`src/rtl/ex_mem_pkg.sv`:
```
// ex_mem_pkg: shared constants and helpers for the EX/MEM pipeline register.
//   - stall vector width and bit positions driven by the ctrl block
//   - default datapath widths
//   - a small subset of ALU opcodes used by MEM-side load/store decode
//   - update-control encoding and its priority decode (rst > flush > stall > normal)
package ex_mem_pkg;

  localparam int STALL_W   = 6;
  localparam int STALL_EX  = 3;
  localparam int STALL_MEM = 4;

  localparam int REG_W_DEF  = 32;
  localparam int ADDR_W_DEF = 5;
  localparam int OP_W_DEF   = 8;
  localparam int CNT_W_DEF  = 2;

  // Load/store opcodes that travel through this register to MEM.
  localparam logic [7:0] ALU_NOP  = 8'h00;
  localparam logic [7:0] ALU_LB   = 8'he0;
  localparam logic [7:0] ALU_LH   = 8'he1;
  localparam logic [7:0] ALU_LW   = 8'he3;
  localparam logic [7:0] ALU_SB   = 8'he8;
  localparam logic [7:0] ALU_SH   = 8'he9;
  localparam logic [7:0] ALU_SW   = 8'heb;
  localparam logic [7:0] ALU_MADD = 8'ha6;
  localparam logic [7:0] ALU_MSUB = 8'haa;

  // What the register does on the next edge.
  //   CTL_CLEAR   : everything to zero (reset or flush)
  //   CTL_HOLD    : everything keeps its value (EX and MEM both stalled)
  //   CTL_BUBBLE  : MEM bundle zeroed, accumulation state forwarded back to EX
  //   CTL_CAPTURE : MEM bundle loaded from EX, accumulation state cleared
  typedef enum logic [1:0] {
    CTL_CLEAR   = 2'd0,
    CTL_HOLD    = 2'd1,
    CTL_BUBBLE  = 2'd2,
    CTL_CAPTURE = 2'd3
  } ctl_e;

  // stall_ex=0 with stall_mem=1 cannot come from ctrl; it is treated as a
  // hold so a downstream stall is never lost.
  function automatic ctl_e decode_ctl(input logic rst, input logic flush,
                                      input logic stall_ex, input logic stall_mem);
    if (rst)                      return CTL_CLEAR;
    else if (flush)               return CTL_CLEAR;
    else if (stall_mem)           return CTL_HOLD;
    else if (stall_ex)            return CTL_BUBBLE;
    else                          return CTL_CAPTURE;
  endfunction

endpackage

```
`src/rtl/ex_mem.sv`:
```
// ex_mem: EX -> MEM pipeline register of the 5-stage MIPS core.
//   Inputs : clk, rst (sync, active-high), stall[5:0], flush,
//            ex_* result bundle (GPR write, HI/LO write, aluop, address, store data),
//            hilo_temp_i / cnt_i multi-cycle accumulation state from EX.
//   Outputs: mem_* registered bundle toward MEM,
//            hilo_temp_o / cnt_o accumulation state returned to EX.
// All outputs are registered; latency is exactly one cycle. A bubble is the
// all-zero bundle, so mem_wreg/mem_whilo are 0 and MEM/WB commit nothing.
module ex_mem
  import ex_mem_pkg::*;
#(
  parameter int REG_W  = REG_W_DEF,
  parameter int ADDR_W = ADDR_W_DEF,
  parameter int OP_W   = OP_W_DEF,
  parameter int CNT_W  = CNT_W_DEF
) (
  input  logic                 clk,
  input  logic                 rst,
  input  logic [STALL_W-1:0]   stall,
  input  logic                 flush,
  input  logic [ADDR_W-1:0]    ex_wd,
  input  logic                 ex_wreg,
  input  logic [REG_W-1:0]     ex_wdata,
  input  logic                 ex_whilo,
  input  logic [REG_W-1:0]     ex_hi,
  input  logic [REG_W-1:0]     ex_lo,
  input  logic [OP_W-1:0]      ex_aluop,
  input  logic [REG_W-1:0]     ex_mem_addr,
  input  logic [REG_W-1:0]     ex_reg2,
  input  logic [2*REG_W-1:0]   hilo_temp_i,
  input  logic [CNT_W-1:0]     cnt_i,
  output logic [ADDR_W-1:0]    mem_wd,
  output logic                 mem_wreg,
  output logic [REG_W-1:0]     mem_wdata,
  output logic                 mem_whilo,
  output logic [REG_W-1:0]     mem_hi,
  output logic [REG_W-1:0]     mem_lo,
  output logic [OP_W-1:0]      mem_aluop,
  output logic [REG_W-1:0]     mem_mem_addr,
  output logic [REG_W-1:0]     mem_reg2,
  output logic [2*REG_W-1:0]   hilo_temp_o,
  output logic [CNT_W-1:0]     cnt_o
);

  ctl_e ctl;

  // Only the EX and MEM stall bits matter here; the rest belong to other stages.
  logic unused_stall;
  assign unused_stall = ^{stall[STALL_W-1:STALL_MEM+1], stall[STALL_EX-1:0]};

  always_comb begin
    ctl = decode_ctl(rst, flush, stall[STALL_EX], stall[STALL_MEM]);
  end

  always_ff @(posedge clk) begin
    case (ctl)
      CTL_CLEAR, CTL_BUBBLE: begin
        mem_wd       <= '0;
        mem_wreg     <= 1'b0;
        mem_wdata    <= '0;
        mem_whilo    <= 1'b0;
        mem_hi       <= '0;
        mem_lo       <= '0;
        mem_aluop    <= '0;
        mem_mem_addr <= '0;
        mem_reg2     <= '0;
        // A bubble keeps the partial product alive for EX's next cycle;
        // reset/flush discard it.
        if (ctl == CTL_BUBBLE) begin
          hilo_temp_o <= hilo_temp_i;
          cnt_o       <= cnt_i;
        end else begin
          hilo_temp_o <= '0;
          cnt_o       <= '0;
        end
      end
      CTL_CAPTURE: begin
        mem_wd       <= ex_wd;
        mem_wreg     <= ex_wreg;
        mem_wdata    <= ex_wdata;
        mem_whilo    <= ex_whilo;
        mem_hi       <= ex_hi;
        mem_lo       <= ex_lo;
        mem_aluop    <= ex_aluop;
        mem_mem_addr <= ex_mem_addr;
        mem_reg2     <= ex_reg2;
        // Instruction left EX: no accumulation carries into the next one.
        hilo_temp_o  <= '0;
        cnt_o        <= '0;
      end
      default: ; // CTL_HOLD: every register keeps its value
    endcase
  end

`ifndef SYNTHESIS
  // ctrl must never stall MEM while letting EX advance.
  illegal_stall: assert property (@(posedge clk) disable iff (rst)
    !(!stall[STALL_EX] && stall[STALL_MEM]));
`endif

endmodule

```
`config.mk`:
```
export PLATFORM = sky130hd
export DESIGN_NAME = ex_mem
export DESIGN_NICKNAME = d
export VERILOG_FILES = /design/src/rtl/ex_mem_pkg.sv /design/src/rtl/ex_mem.sv
export SDC_FILE = /design/constraint.sdc
export NUM_CORES = 1
export LEC_CHECK = 0
export CORE_AREA = 4 4 187 189
export DETAILED_ROUTE_END_ITERATION = 7
export DIE_AREA = 0 0 191 193
export GPL_TIMING_DRIVEN = 1
export HOLD_SLACK_MARGIN = 0.12
export PLACE_DENSITY_LB_ADDON = 0.05
export SLEW_MARGIN = 20
export SYNTH_ARGS = -nofsm -noshare
export SYNTH_HDL_FRONTEND = slang
export SYNTH_SLANG_ARGS = --single-unit
```
`constraint.sdc`:
```
create_clock -name clk -period 6.8 [get_ports clk]
set_input_delay 1.36 -clock clk [delete_from_list [all_inputs] [get_ports clk]]
set_output_delay 1.36 -clock clk [all_outputs]
set_load 0.02 [all_outputs]
```
==> results of run 1 <==
-- cell usage in the layout (no fill, tap or decap) --
cell / synthesis / routed
and2_1: 151 / 151
and2_2: 90 / 90
buf_4: 1 / 7
bufinv_16: 0 / 5
clkbuf_1: 4 / 1
clkbuf_16: 0 / 29
clkdlybuf4s50_1: 0 / 486
clkinv_1: 0 / 3
clkinv_2: 0 / 11
clkinv_4: 0 / 1
clkinvlp_4: 0 / 2
diode_2: 0 / 2
edfxtp_1: 241 / 241
inv_6: 0 / 2
nand2_8: 0 / 1
nor2_1: 1 / 1
nor4_4: 1 / 1
nor4b_4: 0 / 1
-- kinds of logic after synthesis --
group         synth area share [%]
flops                         79.8
buf+inv                       1.82
simple gates                  18.4
-- stage by stage --
stage	hold slack (ps)	util, %	worst slack (ps)	instances	power (W)
finish	1460	46.3	3450	1483	0.00378
global route	1440	46.2	3320	1481	0.00393
CTS	1430	46.2	3440	1481	0.00385
detailed placement	2020	43.3	2850	1427	0.00222
global placement	2010	43.3	2870	1427	0.00222
floorplan	1560	-	2020	512	0.00191
-- state kept, by name, indices dropped and copies added, names as in the netlist --
| register | cells |
|---|---|
| mem_aluop | 8 |
| mem_hi | 32 |
| cnt_o | 2 |
| mem_lo | 32 |
| mem_wreg | 1 |
| hilo_temp_o | 64 |
| mem_whilo | 1 |
| mem_mem_addr | 32 |
| mem_wd | 5 |
| mem_wdata | 32 |
| mem_reg2 | 32 |
-- synth_stat cells --
cell type | n | share of area [%]
and2_1 | 151 | 10
and2_2 | 90 | 7.5
buf_4 | 1 | 0.083
buf_6 | 6 | 0.75
clkbuf_1 | 4 | 0.17
clkbuf_2 | 15 | 0.83
edfxtp_1 | 241 | 80
nand2_1 | 1 | 0.041
nor2_1 | 1 | 0.041
nor4_4 | 1 | 0.23
nor4b_2 | 1 | 0.17
-- power by group --
part           internal (W)  leakage (nW)  switching, W  total, W
clock              0.000970         0.490      0.000629   0.00160
sequential          0.00171          2.78     0.0000192   0.00173
combinational      0.000261          2.65      0.000196  0.000457
-- final cells by class --
class / count / area [um2]
fill: 3012 / 17900
clock buffer: 30 / 729
clock inverter: 24 / 258
sequential: 241 / 7240
antenna: 2 / 5.00
multi-input combinational: 245 / 1690
tap: 448 / 561
timing repair buffer: 493 / 4920
-- routing by layer --
metal | vias to the layer above | part of all wire [%] | global-route usage (%)
li1 | 2790 | - | -
met1 | 2716 | 34 | 15.1
met2 | 302 | 50 | 25.9
met3 | 37 | 15 | 9.09
met4 | 8 | 1.8 | 3.20
met5 | - | 0.16 | 0
-- worst paths after layout --
check,from,end,slack [ps],cells past startpoint
setup / recovery,flush,mem_lo[23],3450,4
hold / removal,ex_reg2[26],mem_reg2[26],1460,2
-- worst max-delay path: cells and delay by family --
family                 cells  cell delay (ps)
buffers and inverters      2             1390
AND/OR/NAND/NOR            2              630
==> flow_summary_export.csv, run 1 <==
group,metric,value,unit
global_routing,grtUsageTotal,14.8,%
setup_path,critical-path-max-stage-delay,790,ps
setup_path,startpoint_type,"primary input",
synthesis,netlist_area,9070,um2
sta,rsz0062_at_grt,"false",
route,drt-total-wl,29100,um
synthesis,syn_nets,762,
synthesis,syn_inst,512,
clocking,clkTransAtPathRegs,60,ps
sta,hold_viol_final,0,
synthesis,ys_seq_area_share,79.8,%
setup_path,critPathCaptureType,"flip-flop",
global_routing,grt_pass1_vias,6020,
setup_path,worstSetupPathType,"in2reg",
synthesis,synth_cell_type_count,11,
setup_path,crit_chain,"clkdlybuf4s50_1, nor2_1, nand2_8, buf_4",
sta,setup_viol,0,
clocking,postCtsHoldBufs,0,
floorplan,initial_utilization,27.2,%
floorplan,die_h,193,um
route,firstDrtPassIters,4,
sta,final_max_slew_viol_count,0,
synthesis,synth.avg_cell_area,17.7,um2
placement,placed_area,14400,um2
synthesis,yosys_warnings,0,
route,drc_errors,0,
clocking,cts_tree,"done",
global_routing,grt_overflow,0,
placement,place_hpwl,21600,um
setup_path,critPathMaxFanout,77,
finish,final_cell_area,15400,um2
finish,nets,1260,
clocking,cts_sinks,241,
clocking,cts_resized,0,
placement,place.gp.congestion,0.711,
clocking,clockBufferDepth,3,
floorplan,ios,491,
route,antenna_left,0,
clocking,post_cts.repair.setup_buffers,0,
clocking,cts_root_buf,"clkbuf_16",
setup_path,required,6960,ps
floorplan,fp-row-count,67,
power,ir_worst_vdd,0.000170,V
route,routedWlPerCell,19.6,um
status,status,"completed",
clocking,cts-buffers-inserted,29,
min_path,hold_class,"in2reg",
global_routing,antenna_found_initial,4,
finish,drive_gt1_share,14.5,%
floorplan,dieArea,36900,um2
sta,finalCriticalPeriod,3350,ps
route,via_per_inst,3.95,
placement,port-buffer-count,486,
sta,slew_headroom,38.0,%
finish,syn2layout_area_growth,69.8,%
floorplan,chipWidth,191,um
sta,setup-tns-final,0,ps
sta,worstMarginPinSlew,929,ps
job,maxCapViolCount,0,
clocking,htree_levels,1,
global_routing,grt_max_degree,78,
sta,fmax,299,MHz
power,powerDensity,246,nW/um2
setup_path,critPathSlowestCell,"buf_4",
sta,period_share,49.2,%
floorplan,coreArea,33300,um2
global_routing,grt_pass1_wl,40300,um
setup_path,cp.arrival,3510,ps
route,vias,5853,
route,drt-initial-drc-count,233,
power,p_leak,5.92,nW
synthesis,synth-seq-cells,241,
No activity file was read; power rests on OpenSTA's default activity.
==> run 2, diff against run 1 <==
Settings changed: CORE_AREA 4 4 187 189 to 4 4 188 190, DIE_AREA 0 0 191 193 to 0 0 192 194.
Clock period 6.8 ns to 3.4 ns, I/O delays scaled along.
==> run 2 against run 1 <==
Effect of this change:
- via count rose by 0.38%
- die area rose by 1.0%
- combinational power rose by 100%
- clock power rose by 77%
- utilization fell by 0.25 points
- largest cell class unchanged
- wire length rose by 0.99%
- final cell count rose by 0.40%
- count of clock-buffer cells in the layout rose by 13
- worst setup slack got worse by 2300 ps
==> flow_summary_export.csv, run 2 (synthesis gave the netlist of run 1 again) <==
group,metric,value,unit
status,status,"completed",
clocking,cts_resized,0,
route,drt-initial-drc-count,181,
job,maxCapViolCount,0,
clocking,htree_levels,1,
finish,largest_reg_flops,64,
clocking,clockBufferDepth,3,
placement,port-buffer-count,486,
finish,nets,1265,
sta,worstMarginPinSlew,586,ps
sta,final_max_slew_viol_count,0,
clocking,clkTransAtPathRegs,60,ps
finish,final_common_cell,"clkdlybuf4s50_1",
sta,worst_hold_slack,787,ps
global_routing,grt_max_degree,104,
global_routing,grt_use_met1,14.6,%
power,power.switching,0.00162,W
setup_path,crit_chain,"clkdlybuf4s50_1",
setup_path,startpoint_type,"flip-flop",
floorplan,chipWidth,192,um
power,switching_share,22.5,%
setup_path,critPathMaxFanout,1,
floorplan,ios,491,
setup_path,worstSetupPathType,"reg2out",
setup_path,critPathCaptureType,"primary output",
finish,ff_latch_area,7240,um2
finish,mostFrequentLayoutCells,"clkdlybuf4s50_1 (486), edfxtp_1 (241), and2_1 (151)",
sta,setup-tns-final,0,ps
power,ir_worst_vdd,0.000357,V
clocking,cts-buffers-inserted,30,
min_path,whs_path_depth,2,
clocking,postCtsHoldBufs,0,
placement,place.gp.congestion,0.736,
global_routing,grt_pass1_vias,6108,
power,clock_power_share,39.4,%
global_routing,globalRouteMet3Util,8.32,%
finish,regMostFlops,"hilo_temp_o",
finish,syn2layout_area_growth,69.7,%
clocking,cts_tree,"done",
power,powerDensity,470,nW/um2
clocking,cts_root_buf,"clkbuf_16",
global_routing,grtUsageTotal,15.0,%
finish,drive_gt1_share,13.3,%
global_routing,grt.met2_usage,26.7,%
clocking,cts_sinks,241,
sta,fmax,445,MHz
finish,multi_input_area,1690,um2
global_routing,antenna_found_initial,7,
power,p_leak,5.90,nW
sta,setup_viol,0,
route,routedWlPerCell,19.7,um
route,antenna_left,0,
sta,rsz0062_at_grt,"false",
min_path,hold_class,"in2reg",
power,p_seq_share,47.8,%
floorplan,dieArea,37200,um2
placement,place_hpwl,21900,um
floorplan,die_h,194,um
route,firstDrtPassIters,4,
global_routing,grt.busiest_layer,"met2",
global_routing,grt_overflow,0,
route,drt-total-wl,29400,um
sta,slew_headroom,60.9,%
power,p_int,0.00560,W
route,vias,5875,
route,via_per_inst,3.95,
setup_path,critPathSlowestCell,"clkdlybuf4s50_1",
sta,hold_viol_final,0,
sta,finalCriticalPeriod,2250,ps
floorplan,coreArea,33400,um2
route,drc_errors,0,
global_routing,grt_pass1_wl,41400,um
setup_path,path_delay_family,"buffers and inverters",
setup_path,critical-path-max-stage-delay,690,ps
finish,fillerInstances,2999,
setup_path,path_buf_inv,1,
setup_path,crit_cells,1,
clocking,post_cts.repair.setup_buffers,0,
floorplan,fp-row-count,67,
floorplan,initial_utilization,27.1,%
sta,period_share,66.1,%
setup_path,required,2720,ps
setup_path,cp.arrival,1570,ps
power,pwr-share-comb,12.8,%
## run 2: worst paths after layout
kind	start	to
setup / recovery	mem_reg2[16]	mem_reg2[16]
hold / removal	hilo_temp_i[26]	hilo_temp_o[26]
## run 2: metrics by stage
step	setup WS, ps	util (%)	total power (W)	cells	cell area, um2
after detailed placement	811	43.4	0.00446	1431	14500
after global placement	837	43.4	0.00446	1431	14500
after floorplan	615	-	0.00382	512	9070
after global routing	1080	46.0	0.00753	1488	15400
final	1150	46.0	0.00723	1489	15400
after CTS	1090	46.0	0.00736	1485	15400
## run 2: area by class of cell
type                       instances  share of cell area, %
antenna                            4                 0.0650
clock buffer                      43                   5.33
clock inverter                    11                  0.317
multi-input combinational        245                   11.0
sequential                       241                   47.0
tap                              448                   3.64
timing repair buffer             497                   32.6
## run 2: metal layers
layer  up-vias  wire [um]
met4         6        811
met1      2720       9760
met3        51       3910
met5         -         41
li1       2800          -
met2       298      14800
## run 2: power by group through the flow
stage	Combinational, W	Clock [W]	Sequential (W)
6_report	0.000927	0.00284	0.00346
5_1_grt	0.000977	0.00308	0.00347
4_1_cts	0.000945	0.00296	0.00346
3_5_place_dp	0.000940	0	0.00352
3_3_place_gp	0.000945	0	0.00351
2_1_floorplan	0.0000834	0	0.00374
